File: src/rtl/riscv_pkg.sv
// Shared pipeline-control types and constants for the hazard sequencer and pipeline registers.
package riscv_pkg;

    typedef enum logic [1:0] {
        RUN      = 2'd0,
        MEM_WAIT = 2'd1,
        ERROR    = 2'd2
    } ctrl_state_t;

    localparam logic [4:0] REG_X0 = 5'd0;

    // WB_control field layout inside MEM/WB; a bubble clears the whole field.
    localparam int WB_REG_WRITE  = 3;
    localparam int WB_MEM_TO_REG = 2;
    localparam int WB_REG_SRC_HI = 1;
    localparam int WB_REG_SRC_LO = 0;
    localparam int WB_W          = 4;

endpackage

File: src/rtl/hazard_detect.sv
// Load-use comparator: the ID instruction reads the register a load in EX is about to write.
module hazard_detect
    import riscv_pkg::*;
(
    input  logic [4:0] id_rs1,
    input  logic [4:0] id_rs2,
    input  logic       id_uses_rs1,
    input  logic       id_uses_rs2,
    input  logic       ex_mem_read,
    input  logic [4:0] ex_rd,
    output logic       load_use
);

    logic rs1_hit;
    logic rs2_hit;

    assign rs1_hit  = id_uses_rs1 && (id_rs1 == ex_rd);
    assign rs2_hit  = id_uses_rs2 && (id_rs2 == ex_rd);
    // x0 is hardwired to zero, so a load targeting it never produces a dependency.
    assign load_use = ex_mem_read && (ex_rd != REG_X0) && (rs1_hit || rs2_hit);

endmodule

File: src/rtl/pipeline_hazard_ctrl.sv
// Stall/flush sequencer for the 5-stage pipe: load-use bubbles, redirect flushes,
// dmem wait freezing with a hang timer, and a saturating stall-cycle counter.
//
//  state    | meaning
//  ---------+---------------------------------------------------------------
//  RUN      | normal flow; hazards handled combinationally
//  MEM_WAIT | dmem access outstanding, pipe frozen, wait_cnt counting
//  ERROR    | dmem hang detected; pipe frozen until RESET
module pipeline_hazard_ctrl
    import riscv_pkg::*;
#(
    parameter int unsigned MEM_TIMEOUT = 16,
    parameter int unsigned CNT_W       = 32
) (
    input  logic             CLK,
    input  logic             RESET,
    input  logic [4:0]       id_rs1,
    input  logic [4:0]       id_rs2,
    input  logic             id_uses_rs1,
    input  logic             id_uses_rs2,
    input  logic             ex_mem_read,
    input  logic [4:0]       ex_rd,
    input  logic             ex_redirect,
    input  logic             mem_req,
    input  logic             dmem_ready,
    output logic             pc_stall,
    output logic             if_id_stall,
    output logic             if_id_flush,
    output logic             id_ex_stall,
    output logic             id_ex_flush,
    output logic             ex_mem_stall,
    output logic             mem_wb_flush,
    output logic             mem_timeout,
    output logic [CNT_W-1:0] stall_cycles
);

    localparam int WAIT_W = $clog2(MEM_TIMEOUT + 1);

    ctrl_state_t       state;
    logic [WAIT_W-1:0] wait_cnt;
    logic              mem_busy;
    logic              load_use;

    assign mem_busy = mem_req && !dmem_ready;

    hazard_detect u_hazard_detect (
        .id_rs1      (id_rs1),
        .id_rs2      (id_rs2),
        .id_uses_rs1 (id_uses_rs1),
        .id_uses_rs2 (id_uses_rs2),
        .ex_mem_read (ex_mem_read),
        .ex_rd       (ex_rd),
        .load_use    (load_use)
    );

    // Gated by RESET so the pipe is released the instant reset asserts, whatever the inputs.
    always_comb begin
        pc_stall     = 1'b0;
        if_id_stall  = 1'b0;
        if_id_flush  = 1'b0;
        id_ex_stall  = 1'b0;
        id_ex_flush  = 1'b0;
        ex_mem_stall = 1'b0;
        mem_wb_flush = 1'b0;
        if (!RESET) begin
            if ((state == ERROR) || mem_busy) begin
                pc_stall     = 1'b1;
                if_id_stall  = 1'b1;
                id_ex_stall  = 1'b1;
                ex_mem_stall = 1'b1;
                mem_wb_flush = 1'b1;
            end else if (ex_redirect) begin
                if_id_flush = 1'b1;
                id_ex_flush = 1'b1;
            end else if (load_use) begin
                pc_stall    = 1'b1;
                if_id_stall = 1'b1;
                id_ex_flush = 1'b1;
            end
        end
    end

    always_ff @(posedge CLK or posedge RESET) begin
        if (RESET) begin
            state        <= RUN;
            wait_cnt     <= '0;
            mem_timeout  <= 1'b0;
            stall_cycles <= '0;
        end else begin
            if (pc_stall && (stall_cycles != {CNT_W{1'b1}}))
                stall_cycles <= stall_cycles + CNT_W'(1);

            case (state)
                RUN: begin
                    if (mem_busy) begin
                        state    <= MEM_WAIT;
                        wait_cnt <= WAIT_W'(1);
                    end
                end
                MEM_WAIT: begin
                    if (!mem_busy) begin
                        state    <= RUN;
                        wait_cnt <= '0;
                    end else if (wait_cnt == WAIT_W'(MEM_TIMEOUT)) begin
                        state       <= ERROR;
                        mem_timeout <= 1'b1;
                    end else begin
                        wait_cnt <= wait_cnt + WAIT_W'(1);
                    end
                end
                ERROR: begin
                    state <= ERROR;
                end
                default: begin
                    state    <= RUN;
                    wait_cnt <= '0;
                end
            endcase
        end
    end

endmodule

File: config.mk
export PLATFORM = sky130hd
export DESIGN_NAME = pipeline_hazard_ctrl
export DESIGN_NICKNAME = d
export VERILOG_FILES = /design/src/rtl/riscv_pkg.sv /design/src/rtl/hazard_detect.sv /design/src/rtl/pipeline_hazard_ctrl.sv
export SDC_FILE = /design/constraint.sdc
export NUM_CORES = 1
export LEC_CHECK = 0
export CAP_MARGIN = 20
export CORE_UTILIZATION = 45
export CTS_BUF_LIST = sky130_fd_sc_hd__clkbuf_8
export CTS_CLUSTER_DIAMETER = 150
export DETAILED_ROUTE_END_ITERATION = 10
export PLACE_DENSITY = 0.81
export SETUP_SLACK_MARGIN = 0.05
export SYNTH_ARGS = -nofsm -noshare
export SYNTH_HDL_FRONTEND = slang
export SYNTH_HIERARCHICAL = 1
export SYNTH_SLANG_ARGS = --single-unit
File: constraint.sdc
create_clock -name CLK -period 1.7 [get_ports CLK]
set_input_delay 0.17 -clock CLK [delete_from_list [all_inputs] [get_ports CLK]]
set_output_delay 0.17 -clock CLK [all_outputs]
set_load 0.05 [all_outputs]
==> flow_metrics.py <==
metrics = {
    "run_status": {
        "status": "finished, violations left",
        "violations": "negative setup slack",
    },
    "logic_synthesis": {
        "ys.flop_type": "dfrtp_1",
        "synth-simple-area-share": 0.252,
        "syn_nets": 244,
        "ys_seq_area_frac": 0.449,
        "ys_types": 40,
        "syn_inst": 218,
        "synth_xor_area_frac": 0.157,
        "ys_ff_latch": 40,
        "synth_fa_ha_area_frac": 0.0168,
        "async_reset_ff_frac": 1.00,
        "synthMuxAreaShare": 0.0101,
        "yosys_warnings": 6,
        "synth_area_per_cell_sq_um": 10.2,
        "synth_top_family_by_area": "simple AND/OR/NAND/NOR gates",
        "syn_area_sq_um": 2230,
        "synth_compound_area_frac": 0.0769,
        "synth_edf_count": 0,
    },
    "routing": {
        "drtIter0Drc": 214,
        "drt_pass1_iterations": 4,
        "wl_per_cell_microns": 15.9,
        "vias": 2155,
        "ant_nets": 0,
        "viasPerCell": 5.33,
        "drc_errors": 0,
        "finalWirelength_mm": 6.40,
    },
    "placed_design": {
        "place_area_sq_um": 3280,
        "dp_hpwl_mm": 4.08,
        "finalWeightedCongestion": 0.768,
        "numPortBuffers": 62,
    },
    "global_route": {
        "overflow": 0,
        "grt_antenna_before_repair": 0,
        "track_usage": 0.231,
        "grt_pass1_vias": 2109,
        "grt_max_degree": 25,
        "grt_pass1_wl_mm": 9.38,
    },
    "die": {
        "coreArea_sq_um": 4750,
        "chipWidth_microns": 72.4,
        "rows": 25,
        "chipHeight_microns": 72.4,
        "dieArea_sq_um": 5240,
        "io_pins": 63,
        "initial_utilization": 0.469,
    },
    "worst_setup_path": {
        "max_stage_delay_ns": 0.30,
        "worst_path_most_repeated_cell": "buf_6",
        "path_class": "input pin to flip-flop",
        "end_kind": "flip-flop",
        "cp_slowest_cell": "nor4_2",
        "arrival_ns": 2.07,
        "path_cells": "buf_6 -> xor2_1 -> nor4_2 -> nand3_1 -> a21oi_2 -> nand2b_1 -> a31o_4 -> a41oi_2 -> buf_6 -> nand4_1 -> xnor2_1",
        "startpoint_type": "input pin",
        "crit_fanout": 7,
        "required_ns": 1.90,
    },
    "cells_and_area": {
        "drive_above_1_share": 0.567,
        "n_antenna_cell": 0,
        "nNetsFinal": 362,
        "area_growth_pct": 68.8,
        "design_area_sq_um": 3760,
    },
    "timing": {
        "finClkSkew_ns": 0.0122,
        "hold_viol_final": 0,
        "setup_viol": 33,
        "post-route-period-util": 1.10,
        "period_needed_ns": 1.88,
        "finalMaxSlewViolations": 0,
        "worst_pin_slew_ns": 0.502,
        "relSlewSlack": 0.664,
        "fmaxAchievable_ghz": 0.532,
        "rsz0062_at_grt": "yes",
        "setup_slack_ns": -0.178,
    },
    "clock_tree": {
        "cts-root-buf": "clkbuf_8",
        "htree_levels": 2,
        "path_clk_slew_ns": 0.09,
        "cts_buffer_depth": 2,
        "numCtsBuffers": 5,
        "worstSkewPairLatency_ns": 0.30,
        "cts_tree": "yes",
        "clock-sinks": 40,
    },
    "power": {
        "peakVddDrop_uv": 635,
        "p_leak_nw": 1.75,
        "finalPower_mw": 2.80,
        "p_per_area_nw_per_um2": 744,
    },
    "min_path": {
        "min_path_type": "input pin to asynchronous set/reset pin",
    },
    "run": {
        "drv_cap": 0,
    },
}
-- sequential cells by signal (all words and copies together) (netlist names) --
register      flops
stall_cycles     32
mem_timeout       1
state             2
wait_cnt          5
-- routing by layer --
layer | part of all wire | vias up | global-route usage
met5 | 0 | - | 0
li1 | - | 985 | -
met3 | 0.046 | 18 | 0.0514
met1 | 0.40 | 1065 | 0.264
met4 | 0.023 | 0 | 0.111
met2 | 0.53 | 87 | 0.409
-- stage by stage --
stage	std cells	TNS, ns	util	hold slack, ns	setup WS [ns]
floorplan	218	-2.97	-	0.386	-0.223
global placement	376	-22.70	0.689	0.456	-0.780
detailed placement	376	-24.28	0.689	0.466	-0.862
CTS	395	-1.23	0.744	0.480	-0.109
global route	404	-10.28	0.792	0.497	-0.378
finish	404	-3.73	0.792	0.469	-0.178
-- cell families after synthesis --
group                      Yosys count
AOI/OAI and AO/OA                   19
xor gates and xnor gates            40
and+or+nand+nor                     99
DFF                                 40
buffers and inverters               15
adders and majority gates            3
muxes                                2
-- power by group --
part           switching (mW)  internal (mW)  total [mW]
registers              0.0857           1.04        1.12
clock network           0.371          0.443       0.814
logic                   0.490          0.373       0.863
total                   0.947           1.85        2.80
-- Yosys cell counts (2+ instances only) --
cell type  count  area [sq um]
a21oi_1        4          20.0
a31oi_1        3          18.8
and2_1         7          43.8
and3_1         6          37.5
and4_1         6          52.6
buf_4          3          22.5
buf_6          2          22.5
dfrtp_1       40          1000
ha_1           3          37.5
inv_1          7          26.3
mux2_2         2          22.5
nand2_1       17          63.8
nand2b_1       4          25.0
nand3_1       16          80.1
nand4_1        7          43.8
nand4_2        2          25.0
nor2_1        20          75.1
nor3_1         3          15.0
nor3_2         2          20.0
nor3b_1        2          15.0
o2111ai_4      2          52.6
o21ai_0        2          10.0
o22ai_1        3          18.8
xnor2_1       16           140
xor2_1        24           210
-- area by class of cell --
type	instances	area [sq um]
Inverter	8	42.5
Sequential cell	40	1030
Fill cell	288	991
Tap cell	67	83.8
Clock buffer	5	68.8
Multi-Input combinational cell	163	1390
Clock inverter	3	46.3
Timing Repair Buffer	118	1090
-- placed cells by master (no fill, tap or decap), types with 3 or more instances in the layout --
| cell type | synthesis | final |
|---|---|---|
| nand4_1 | 7 | 7 |
| nand2_1 | 17 | 13 |
| dfrtp_1 | 40 | 14 |
| and3_1 | 6 | 6 |
| a31oi_1 | 3 | 3 |
| xor2_1 | 24 | 22 |
| nor2_1 | 20 | 8 |
| buf_4 | 3 | 74 |
| o22ai_1 | 3 | 3 |
| nor2_4 | 0 | 6 |
| clkdlybuf4s50_1 | 0 | 7 |
| buf_6 | 2 | 19 |
| buf_2 | 1 | 3 |
| and4_1 | 6 | 6 |
| a21oi_2 | 0 | 3 |
| dfrtp_2 | 0 | 26 |
| nand3_1 | 16 | 13 |
| clkbuf_8 | 0 | 5 |
| buf_12 | 0 | 9 |
| xnor2_1 | 16 | 15 |
| inv_1 | 7 | 7 |
| nand3_2 | 0 | 3 |
| nor2_2 | 0 | 6 |
| nor3_4 | 1 | 3 |
| and2_1 | 7 | 6 |
-- timing repair --
action | in CTS | in global routing
hold buffers | 0 | 0
buffers inserted | 11 | 10
hold endpoints to repair | 0 | 0
gates resized for setup | 75 | 34
pin swaps | 36 | 28
endpoints found under the setup margin | 36 | 40
-- final timing paths --
path                                       start          endpoint  slack, ns  cells past startpoint
worst max-delay path                   id_rs1[0]   stall_cycles[3]      -0.18                     11
worst min-delay path                       RESET   stall_cycles[6]       0.47                      4
worst max register to register   stall_cycles[1]   stall_cycles[3]      -0.07                      7
worst min register to register  stall_cycles[23]  stall_cycles[23]       0.48                      1
max in group asynchronous                  RESET  stall_cycles[20]       0.94                      4
min in group CLK                stall_cycles[23]  stall_cycles[23]       0.48                      1
-- worst max-delay path, delay by kind of cell --
kind / cells / cell delay, ns
AND/OR/NAND/NOR: 4 / 0.66
AO/OA/AOI/OAI: 3 / 0.61
XOR/XNOR: 2 / 0.37
buffers and inverters: 2 / 0.26
Note: power is estimated with default switching activity, not from simulation.
